## src/rtl/shift_normalizer_if.sv

```systemverilog
// Request/response bundle for shift_normalizer.
// The requester drives start/mode/operand. The normalizer drives busy/done/result/amount/zero.
interface shift_normalizer_if #(
  parameter int unsigned XLEN  = 32,
  parameter int unsigned AMT_W = 6
);
  logic             start;
  logic [1:0]       mode;
  logic [XLEN-1:0]  operand;
  logic             busy;
  logic             done;
  logic [XLEN-1:0]  result;
  logic [AMT_W-1:0] amount;
  logic             zero;

  modport master (
    output start, mode, operand,
    input  busy, done, result, amount, zero
  );

  modport slave (
    input  start, mode, operand,
    output busy, done, result, amount, zero
  );
endinterface

```

## src/rtl/shift_normalizer.sv

```systemverilog
// Multi-cycle normalizer that resolves one binary shift stage (16/8/4/2/1) per clock.
// Mode 00 and mode 11 count leading zeros. Mode 01 counts trailing zeros.
// Mode 10 counts redundant sign bits when NORM_CLS_EN is defined. Otherwise mode 10 acts as mode 00.
module shift_normalizer #(
  parameter int unsigned XLEN  = 32,
  parameter int unsigned AMT_W = 6
) (
  input logic                clk,
  input logic                rst_n,
  shift_normalizer_if.slave  bus
);

  localparam logic [2:0] StIdle = 3'd0;
  localparam logic [2:0] StS16  = 3'd1;
  localparam logic [2:0] StS8   = 3'd2;
  localparam logic [2:0] StS4   = 3'd3;
  localparam logic [2:0] StS2   = 3'd4;
  localparam logic [2:0] StS1   = 3'd5;
  localparam logic [2:0] StDone = 3'd6;

  localparam logic [XLEN-1:0] AllOnes = '1;

  logic [2:0]       state_q, state_d;
  logic [XLEN-1:0]  work_q, work_d;
  logic [AMT_W-1:0] acc_q, acc_d;
  logic             right_q, right_d;
  logic             zero_lat_q, zero_lat_d;
  logic [XLEN-1:0]  result_q, result_d;
  logic [AMT_W-1:0] amount_q, amount_d;
  logic             zero_q, zero_d;
`ifdef NORM_CLS_EN
  logic             cls_q, cls_d;
  logic [XLEN-1:0]  sign_mask;
  logic             hit_cls;
`endif

  logic [4:0]       stage_k;
  logic [XLEN-1:0]  top_mask, bot_mask;
  logic             hit_left, hit_right, stage_hit;
  logic [XLEN-1:0]  work_stage;
  logic [AMT_W-1:0] acc_stage;
  logic             accept;

  // Shift distance that the current state tests.
  always_comb begin
    stage_k = 5'd0;
    unique case (state_q)
      StS16:   stage_k = 5'd16;
      StS8:    stage_k = 5'd8;
      StS4:    stage_k = 5'd4;
      StS2:    stage_k = 5'd2;
      StS1:    stage_k = 5'd1;
      default: stage_k = 5'd0;
    endcase
  end

  // Test the current stage and compute the work register and accumulator after it.
  always_comb begin
    top_mask  = ~(AllOnes >> stage_k);
    bot_mask  = ~(AllOnes << stage_k);
    hit_left  = (work_q & top_mask) == '0;
    hit_right = (work_q & bot_mask) == '0;
    stage_hit = right_q ? hit_right : hit_left;
`ifdef NORM_CLS_EN
    // CLS tests k+1 top bits, so a lone sign bit is never shifted out.
    sign_mask = ~(AllOnes >> ({1'b0, stage_k} + 6'd1));
    hit_cls   = ((work_q & sign_mask) == '0) || ((work_q & sign_mask) == sign_mask);
    if (cls_q) stage_hit = hit_cls;
`endif
    work_stage = work_q;
    acc_stage  = acc_q;
    if (stage_hit) begin
      work_stage = right_q ? (work_q >> stage_k) : (work_q << stage_k);
      acc_stage  = acc_q + {1'b0, stage_k};
    end
  end

  assign accept = bus.start && ((state_q == StIdle) || (state_q == StDone));

  // Sequencing, request latch and result update.
  always_comb begin
    state_d    = state_q;
    work_d     = work_q;
    acc_d      = acc_q;
    right_d    = right_q;
    zero_lat_d = zero_lat_q;
    result_d   = result_q;
    amount_d   = amount_q;
    zero_d     = zero_q;
`ifdef NORM_CLS_EN
    cls_d      = cls_q;
`endif
    if (accept) begin
      state_d    = StS16;
      work_d     = bus.operand;
      acc_d      = '0;
      right_d    = (bus.mode == 2'b01);
      zero_lat_d = (bus.operand == '0);
`ifdef NORM_CLS_EN
      cls_d      = (bus.mode == 2'b10);
      if (bus.mode == 2'b10) zero_lat_d = (bus.operand == '0) || (bus.operand == AllOnes);
`endif
    end else begin
      unique case (state_q)
        StS16, StS8, StS4, StS2: begin
          work_d  = work_stage;
          acc_d   = acc_stage;
          state_d = state_q + 3'd1;
        end
        StS1: begin
          work_d   = work_stage;
          acc_d    = acc_stage;
          state_d  = StDone;
          result_d = work_stage;
          zero_d   = zero_lat_q;
          // A zero operand reports a full-width shift. CLS keeps the 31 it accumulated.
          amount_d = zero_lat_q ? AMT_W'(XLEN) : acc_stage;
`ifdef NORM_CLS_EN
          if (cls_q) amount_d = acc_stage;
`endif
        end
        StDone:  state_d = StIdle;
        default: state_d = StIdle;
      endcase
    end
  end

  // State registers. Reset drops any in-flight request.
  always_ff @(posedge clk or negedge rst_n) begin
    if (!rst_n) begin
      state_q    <= StIdle;
      work_q     <= '0;
      acc_q      <= '0;
      right_q    <= 1'b0;
      zero_lat_q <= 1'b0;
      result_q   <= '0;
      amount_q   <= '0;
      zero_q     <= 1'b0;
`ifdef NORM_CLS_EN
      cls_q      <= 1'b0;
`endif
    end else begin
      state_q    <= state_d;
      work_q     <= work_d;
      acc_q      <= acc_d;
      right_q    <= right_d;
      zero_lat_q <= zero_lat_d;
      result_q   <= result_d;
      amount_q   <= amount_d;
      zero_q     <= zero_d;
`ifdef NORM_CLS_EN
      cls_q      <= cls_d;
`endif
    end
  end

  assign bus.busy   = (state_q != StIdle) && (state_q != StDone);
  assign bus.done   = (state_q == StDone);
  assign bus.result = result_q;
  assign bus.amount = amount_q;
  assign bus.zero   = zero_q;

endmodule

```

## src/flat_wrapper.sv

```systemverilog
// flat-port wrapper written by rule: the top's interface ports become plain ports
module shift_normalizer_flat 
#(
  parameter int unsigned XLEN  = 32,
  parameter int unsigned AMT_W = 6
)
  (clk, rst_n, bus_start, bus_mode, bus_operand, bus_busy, bus_done, bus_result, bus_amount, bus_zero);
  shift_normalizer_if #(.XLEN(XLEN), .AMT_W(AMT_W)) bus_i ();
  input logic clk;
  input logic rst_n;
  input wire logic [$bits(bus_i.start)-1:0] bus_start;
  input wire logic [$bits(bus_i.mode)-1:0] bus_mode;
  input wire logic [$bits(bus_i.operand)-1:0] bus_operand;
  output wire logic [$bits(bus_i.busy)-1:0] bus_busy;
  output wire logic [$bits(bus_i.done)-1:0] bus_done;
  output wire logic [$bits(bus_i.result)-1:0] bus_result;
  output wire logic [$bits(bus_i.amount)-1:0] bus_amount;
  output wire logic [$bits(bus_i.zero)-1:0] bus_zero;
  assign bus_i.start = bus_start;
  assign bus_i.mode = bus_mode;
  assign bus_i.operand = bus_operand;
  assign bus_busy = bus_i.busy;
  assign bus_done = bus_i.done;
  assign bus_result = bus_i.result;
  assign bus_amount = bus_i.amount;
  assign bus_zero = bus_i.zero;
  shift_normalizer #(.XLEN(XLEN), .AMT_W(AMT_W)) u_core (.clk(clk), .rst_n(rst_n), .bus(bus_i));
endmodule
```

## config.mk

```make
export PLATFORM = sky130hd
export DESIGN_NAME = shift_normalizer_flat
export DESIGN_NICKNAME = d
export VERILOG_FILES = /design/src/rtl/shift_normalizer_if.sv /design/src/rtl/shift_normalizer.sv /design/src/flat_wrapper.sv
export SDC_FILE = /design/constraint.sdc
export NUM_CORES = 1
export LEC_CHECK = 0
export ABC_AREA = 1
export BUFFER_PORTS_ARGS = -buffer_cell sky130_fd_sc_hd__buf_2
export CAP_MARGIN = 10
export CORE_MARGIN = 2
export CORE_UTILIZATION = 30
export DETAILED_ROUTE_END_ITERATION = 6
export PLACE_DENSITY = 0.43
export SYNTH_ARGS = -nofsm -noshare
export SYNTH_HDL_FRONTEND = slang
export SYNTH_SLANG_ARGS = --single-unit
```

## constraint.sdc

```tcl
create_clock -name clk -period 3.31 [get_ports clk]
set_clock_uncertainty 0.2 [all_clocks]
set_input_delay 0 -clock clk [delete_from_list [all_inputs] [get_ports clk]]
set_output_delay 0 -clock clk [all_outputs]
set_load 0.01 [all_outputs]
```

==> key figures, run 1 <==
Run status
  – Status: finished clean

Timing
  – Final Hold Fails: 0
  – Slew HR: 43.39%
  – Setup WS post-layout: 0.2856 ns
  – RSZ-0062 raised after global routing: false
  – TNS Setup: 0 ns
  – Worst Tran Pin Value: 0.8460 ns
  – Setup violators final: 0
  – Max Freq: 330.6 MHz
  – Minimum clock period: 3.024 ns
  – Final period util: 91.37%
  – Max-slew violations: 0

Route
  – Remaining DRCs: 0
  – DRT iter0 DRCs: 1,035
  – Final ANT Viol Nets: 0
  – Via count: 9,916
  – Wirelength, routed: 37,960 µm
  – DRT Pass-1 Iters: 5
  – Vias per cell: 5.416
  – Wire per inst: 20.73 µm

Yosys
  – Synth area leaders: nand2_1 (29%), dfrtp_1 (26%), nand3_1 (21%)
  – Number of synthesized flops with an enable pin: 0
  – Area fraction of the dominant cell type after synthesis: 28.68%
  – Post-synthesis cell type count: 35
  – Syn Nets: 1,434
  – Mapped cell area: 7865 µm²
  – Synth warn: 0
  – Cell accounting for the most synthesized area: nand2_1
  – Yosys reg bits: 82
  – Post-synthesis sequential area ratio: 26.09%
  – Mapped Avg Cell Area: 5.671 µm²
  – Asr flop ratio synth: 100.0%
  – Gate Count Post-Synth: 1,387
  – Ys flop type: dfrtp_1

Worst hold path
  – Worst Hold Class: in2reg

Floorplan
  – Die Area: 27,530 µm²
  – Site Rows: 59
  – Die Span Y: 165.9 µm
  – Die X: 165.9 µm
  – Core footprint: 25,910 µm²
  – I/O pins: 78
  – Initial core utilization: 30.35%

Final layout
  – Antenna Cells: 0
  – Commonest non-fill, non-tap cells in the layout: nand2_1 (601), nand3_1 (335), nor2_1 (82), dfrtp_1 (82), buf_2 (76)
  – Layout area overhead: 19.66%
  – Commonest non-fill, non-tap cell in the layout: nand2_1
  – NumNets Final: 1,538
  – Share of cells above drive strength 1: 11.23%

Placement
  – RD Place Congestion: 0.9740
  – Post-DP HPWL: 29,880 µm
  – Buffers on Ports: 77
  – Pre-CTS WS: 0.2321 ns

Clocking
  – Insertion delay to the later sink of the worst-skew pair: 0.35 ns
  – TritonCTS Sinks: 82
  – CTS buffer count: 9
  – Root Driver: clkbuf_16
  – Bufs on Longest Clock Path: 2
  – Setup repair bufs after CTS: 0
  – CTS tree: built
  – CTS H-tree depth: 3
  – Clock transition at the registers of the reported paths: 0.07 ns

Job
  – Max-Cap Viols: 0

Global route
  – Total GRT Usage: 27.23%
  – Pin count of the biggest net entering global routing: 38
  – GRT Residual Overflow: 0
  – Antenna violations before repair: 0
  – Global-route wire length before repair: 58,110 µm
  – Vias in the first global route: 9,541

Power
  – Total power: 11.40 mW
  – Pwr/cell area: 1212 nW/µm²
  – Leak pwr: 5.150 nW
  – Max VDD drop: 0.3251 mV

Worst setup path
  – Critical Path AT: 3.06 ns
  – Crit. End Element: flip-flop
  – CP Class: reg2reg
  – CP Launch Type: flip-flop
  – Top fanout value on the critical path: 27
  – Crit path required time: 3.34 ns
where the power goes:
| part | switching [mW] | internal [mW] | total, mW |
|---|---|---|---|
| clock | 0.462 | 0.542 | 1.00 |
| sequential | 0.598 | 1.50 | 2.10 |
| combinational | 5.76 | 2.54 | 8.30 |
| total | 6.82 | 4.59 | 11.4 |
cell families after synthesis:
kind of cell,after synthesis,synth area share [%]
and+or+nand+nor,1062,57.73
xor gates and xnor gates,3,0.3341
AOI/OAI and AO/OA,80,5.647
adders and majority gates,10,1.591
DFF,82,26.09
buffers and inverters,150,8.607
synth_stat cells (2+ instances only):
master,number
a21oi_1,36
a31oi_1,2
buf_1,17
buf_2,20
buf_4,5
buf_6,9
clkbuf_1,23
dfrtp_1,82
ha_1,10
inv_1,72
inv_2,3
nand2_1,601
nand2_2,5
nand2_4,2
nand3_1,335
nand3_2,3
nand4_1,17
nor2_1,82
nor2_2,3
nor3_1,2
nor4_1,9
o211ai_1,6
o21ai_0,30
xor2_1,2
area by class of cell:
| cell class | count | area (µm²) |
|---|---|---|
| fill | 2968 | 16500 |
| multi-input combinational | 1155 | 5146 |
| sequential | 82 | 2052 |
| timing repair buffer | 167 | 1219 |
| tap | 335 | 419.2 |
| inverter | 76 | 287.8 |
| clock buffer | 11 | 242.7 |
| clock inverter | 5 | 45.04 |
critical path: stages (launching register included):
cell,delay [ns]
dfrtp_1,0.40
inv_1,0.12
ha_1,0.32
nand2_2,0.14
inv_2,0.10
buf_4,0.32
nand3_1,0.13
nand2_1,0.12
nand2_1,0.09
nand2_1,0.09
nand2_1,0.05
nand2_1,0.10
nor2_1,0.05
a21oi_1,0.36
nand2_1,0.14
nand3_1,0.11
nand2_1,0.07
final timing paths:
check	startpoint	endpoint	slack, ns	cells after the start
max	u_core.state_q[0]	u_core.bus.result[18]	0.29	16
min	bus_operand[13]	u_core.work_q[13]	0.20	4
max reg2reg	u_core.state_q[0]	u_core.bus.result[18]	0.29	16
min reg2reg	u_core.bus.result[10]	u_core.bus.result[10]	0.28	2
max in group asynchronous	rst_n	u_core.bus.result[8]	2.04	4
min in group asynchronous	rst_n	u_core.zero_lat_q	0.52	4
metrics by stage:
stage / util (%) / instances / cell area (µm²) / hold slack, ns
detailed placement: 33.68 / 1777 / 8726 / -0.2025
floorplan: - / 1387 / 7865 / -0.4956
global route: 36.32 / 1831 / 9412 / 0.2258
global placement: 33.68 / 1777 / 8726 / -0.1985
CTS: 36.29 / 1831 / 9404 / 0.1987
finish: 36.32 / 1831 / 9412 / 0.2030
flip-flops by register name, summed over array words and instances, names as in the netlist:
name / flops
u_core.bus.result: 32
u_core.work_q: 32
u_core.acc_q: 6
u_core.bus.amount: 6
u_core.state_q: 3
u_core.bus.zero: 1
u_core.right_q: 1
u_core.zero_lat_q: 1
routing by layer:
layer	wire [µm]	global-route usage (%)	up-vias
met4	803	7.297	0
met3	2666	2.908	50
met2	16800	42.34	409
met1	17700	40.07	4713
met5	0	0	-
li1	-	-	4744
what timing repair did:
action,4_1_cts,5_1_grt
resized for setup,0,2
setup endpoints to repair,0,7
hold buffers,38,0
hold endpoints to repair,121,0
Note: power is estimated with default switching activity, not from simulation.
==> run 2: changes to the inputs <==
==> constraint.sdc (replaced) <==
create_clock -name clk -period 3.31 [get_ports clk]
set_clock_uncertainty 0.2 [all_clocks]
set_input_delay 0.1655 -clock clk [delete_from_list [all_inputs] [get_ports clk]]
set_output_delay 0.1655 -clock clk [all_outputs]
set_load 0.01 [all_outputs]
==> key figures, run 2 (synthesis gave the netlist of run 1 again) <==
Route
  – Remaining DRCs: 0 (unchanged)
  – DRT iter0 DRCs: 969 (-6.4%)
  – DRT Pass-1 Iters: 5 (unchanged)
  – Wl on met1: 18,000 µm (+1.7%)
  – Via count: 9,890 (-0.26%)
  – Wirelength, routed: 37,860 µm (-0.27%)
  – Routed wire length on met2: 16,620 µm (-1.1%)
  – Highest metal used: met4
  – Wire per inst: 20.71 µm (-0.10%)
  – Vias per cell: 5.410 (about the same)
  – Final ANT Viol Nets: 0 (unchanged)
  – Met3 routed WL: 2434 µm (-8.7%)

Final layout
  – FILL cells: 2,970 (+0.067%)
  – Share of cells above drive strength 1: 11.19% (-0.044 points)
  – NumNets Final: 1,535 (-0.20%)
  – Register area: 2052 µm² (unchanged)
  – Fin util: 36.17% (-0.15 points)
  – Multi-input gate area: 5146 µm² (unchanged)
  – Commonest non-fill, non-tap cell in the layout: nand2_1
  – Commonest non-fill, non-tap cells in the layout: nand2_1 (601), nand3_1 (335), nor2_1 (82), dfrtp_1 (82), buf_2 (76)
  – Layout area overhead: 19.15%
  – Antenna Cells: 0 (unchanged)

Clocking
  – CTS tree: built
  – Bufs on Longest Clock Path: 2 (unchanged)
  – Setup repair bufs after CTS: 0 (unchanged)
  – Root Driver: clkbuf_16
  – Clock transition at the registers of the reported paths: 0.07 ns (about the same)
  – CTS buffer count: 9 (unchanged)
  – CTS H-tree depth: 3 (unchanged)
  – Insertion delay to the later sink of the worst-skew pair: 0.35 ns (about the same)
  – TritonCTS Sinks: 82 (unchanged)

Power
  – Leak pwr: 5.133 nW (-0.34%)
  – Pwr/cell area: 1217 nW/µm² (+0.44%)
  – Max VDD drop: 0.3282 mV (+0.97%)

Timing
  – Setup violators final: 0 (unchanged)
  – Minimum clock period: 3.011 ns (-0.01378 ns)
  – Final Hold Fails: 0 (unchanged)
  – Max-slew violations: 0 (unchanged)
  – RSZ-0062 raised after global routing: false
  – Final period util: 90.96% (-0.42 points)
  – Max Freq: 332.2 MHz (+0.46%)
  – Worst Tran Pin Value: 0.8214 ns (-0.02462 ns)
  – Slew HR: 45.04% (+1.6 points)
  – TNS Setup: 0 ns (unchanged)

Worst setup path
  – Slowest cell on crit path: dfrtp_1
  – Top fanout value on the critical path: 18 (-33%)
  – Crit. End Element: flip-flop
  – CP Launch Type: flip-flop
  – CP Class: reg2reg
  – CP Cell Sequence: inv_1, ha_2, nand2_4, inv_1, buf_4, nand2_1, nand2_1, nand2_1, nand2_1, nand2_1, nand2_1, nand2_1, nand2_1, nor2_1, nor2_1, nand2_1, nand3_1, nand2_1
  – CP most frequent cell: nand2_1
  – Critical path depth in cells: 18 (+2)
  – Critical path buffers and inverters: 3 (unchanged)
  – Critical Path AT: 3.05 ns (about the same)
  – Crit path required time: 3.35 ns (about the same)
  – Family with the most delay on the worst path: simple AND/OR/NAND/NOR gates
  – CP max stage delay: 0.40 ns (about the same)
  – FF-to-FF path depth: 18 (+2)

Floorplan
  – Initial core utilization: 30.35% (unchanged)
  – Die Span Y: 165.9 µm (unchanged)
  – Die Area: 27,530 µm² (unchanged)
  – I/O pins: 78 (unchanged)
  – Site Rows: 59 (unchanged)
  – Die X: 165.9 µm (unchanged)
  – Core footprint: 25,910 µm² (unchanged)

Global route
  – Global-route wire length before repair: 57,990 µm (-0.20%)
  – Antenna violations before repair: 0 (unchanged)
  – Vias in the first global route: 9,515 (-0.27%)
  – GRT Residual Overflow: 0 (unchanged)
  – Pin count of the biggest net entering global routing: 38 (unchanged)
  – Total GRT Usage: 27.17% (-0.066 points)

Placement
  – Buffers on Ports: 77 (unchanged)
  – Post-DP HPWL: 29,880 µm (unchanged)
  – RD Place Congestion: 0.9740 (unchanged)

Run status
  – Status: finished clean

Worst hold path
  – Worst Hold Class: in2async

Job
  – Max-Cap Viols: 0 (unchanged)
run 2: path summary, 6_finish.rpt:
| check | start | slack [ns] | endpoint |
|---|---|---|---|
| max in group asynchronous | rst_n | 2.03 | u_core.bus.result[8] |
| min in group clk | bus_start | 0.15 | u_core.acc_q[0] |
| worst max register to register | u_core.state_q[1] | 0.30 | u_core.bus.result[26] |
| worst max-delay path | u_core.state_q[1] | 0.30 | u_core.bus.result[26] |
| worst min register to register | u_core.bus.result[10] | 0.28 | u_core.bus.result[10] |
| worst min-delay path | rst_n | 0.12 | u_core.bus.result[29] |
run 2: final cells by class:
type	instances	share of cell area, %
multi-input cells	1155	54.91
flip-flops and latches	82	21.90
repair buffers	164	12.58
well taps	335	4.473
inverters	76	3.071
clock buffers	11	2.590
clock inverters	5	0.4806
run 2: worst reg2reg max path: stages (launching register included):
cell     delay (ns)
dfrtp_1        0.40
inv_1          0.09
ha_2           0.25
nand2_4        0.14
inv_1          0.11
buf_4          0.26
nand2_1        0.19
nand2_1        0.09
nand2_1        0.06
nand2_1        0.08
nand2_1        0.09
nand2_1        0.11
nand2_1        0.06
nand2_1        0.09
nor2_1         0.05
nor2_1         0.35
nand2_1        0.14
nand3_1        0.10
nand2_1        0.06
run 2: per-stage QoR:
stage	cells	hold WS (ns)	area [µm²]	setup slack [ns]	power (mW)
2_1_floorplan	1387	-0.3301	7865	0.7117	7.059
3_3_place_gp	1777	-0.03300	8726	0.2930	10.28
3_5_place_dp	1777	-0.03704	8726	0.2321	10.18
4_1_cts	1828	0.1322	9364	0.2199	11.26
5_1_grt	1828	0.1520	9371	0.01936	12.39
6_report	1828	0.1236	9371	0.2994	11.40
run 2: timing repair:
action,4_1_cts,5_1_grt
gates resized for setup,0,2
hold buffers,35,0
hold endpoints to repair,68,0
setup endpoints to repair,0,7
run 2: routing by layer:
metal | track usage (%) | up-vias
met5 | 0 | -
met4 | 7.297 | 0
met3 | 2.908 | 53
met2 | 42.18 | 370
met1 | 40.01 | 4729
li1 | - | 4738
run 2: power breakdown:
part           internal, mW  total, mW  switching [mW]
registers              1.50       2.10           0.600
clock network         0.542       1.00           0.463
logic                  2.54       8.30            5.76
total                  4.58       11.4            6.82
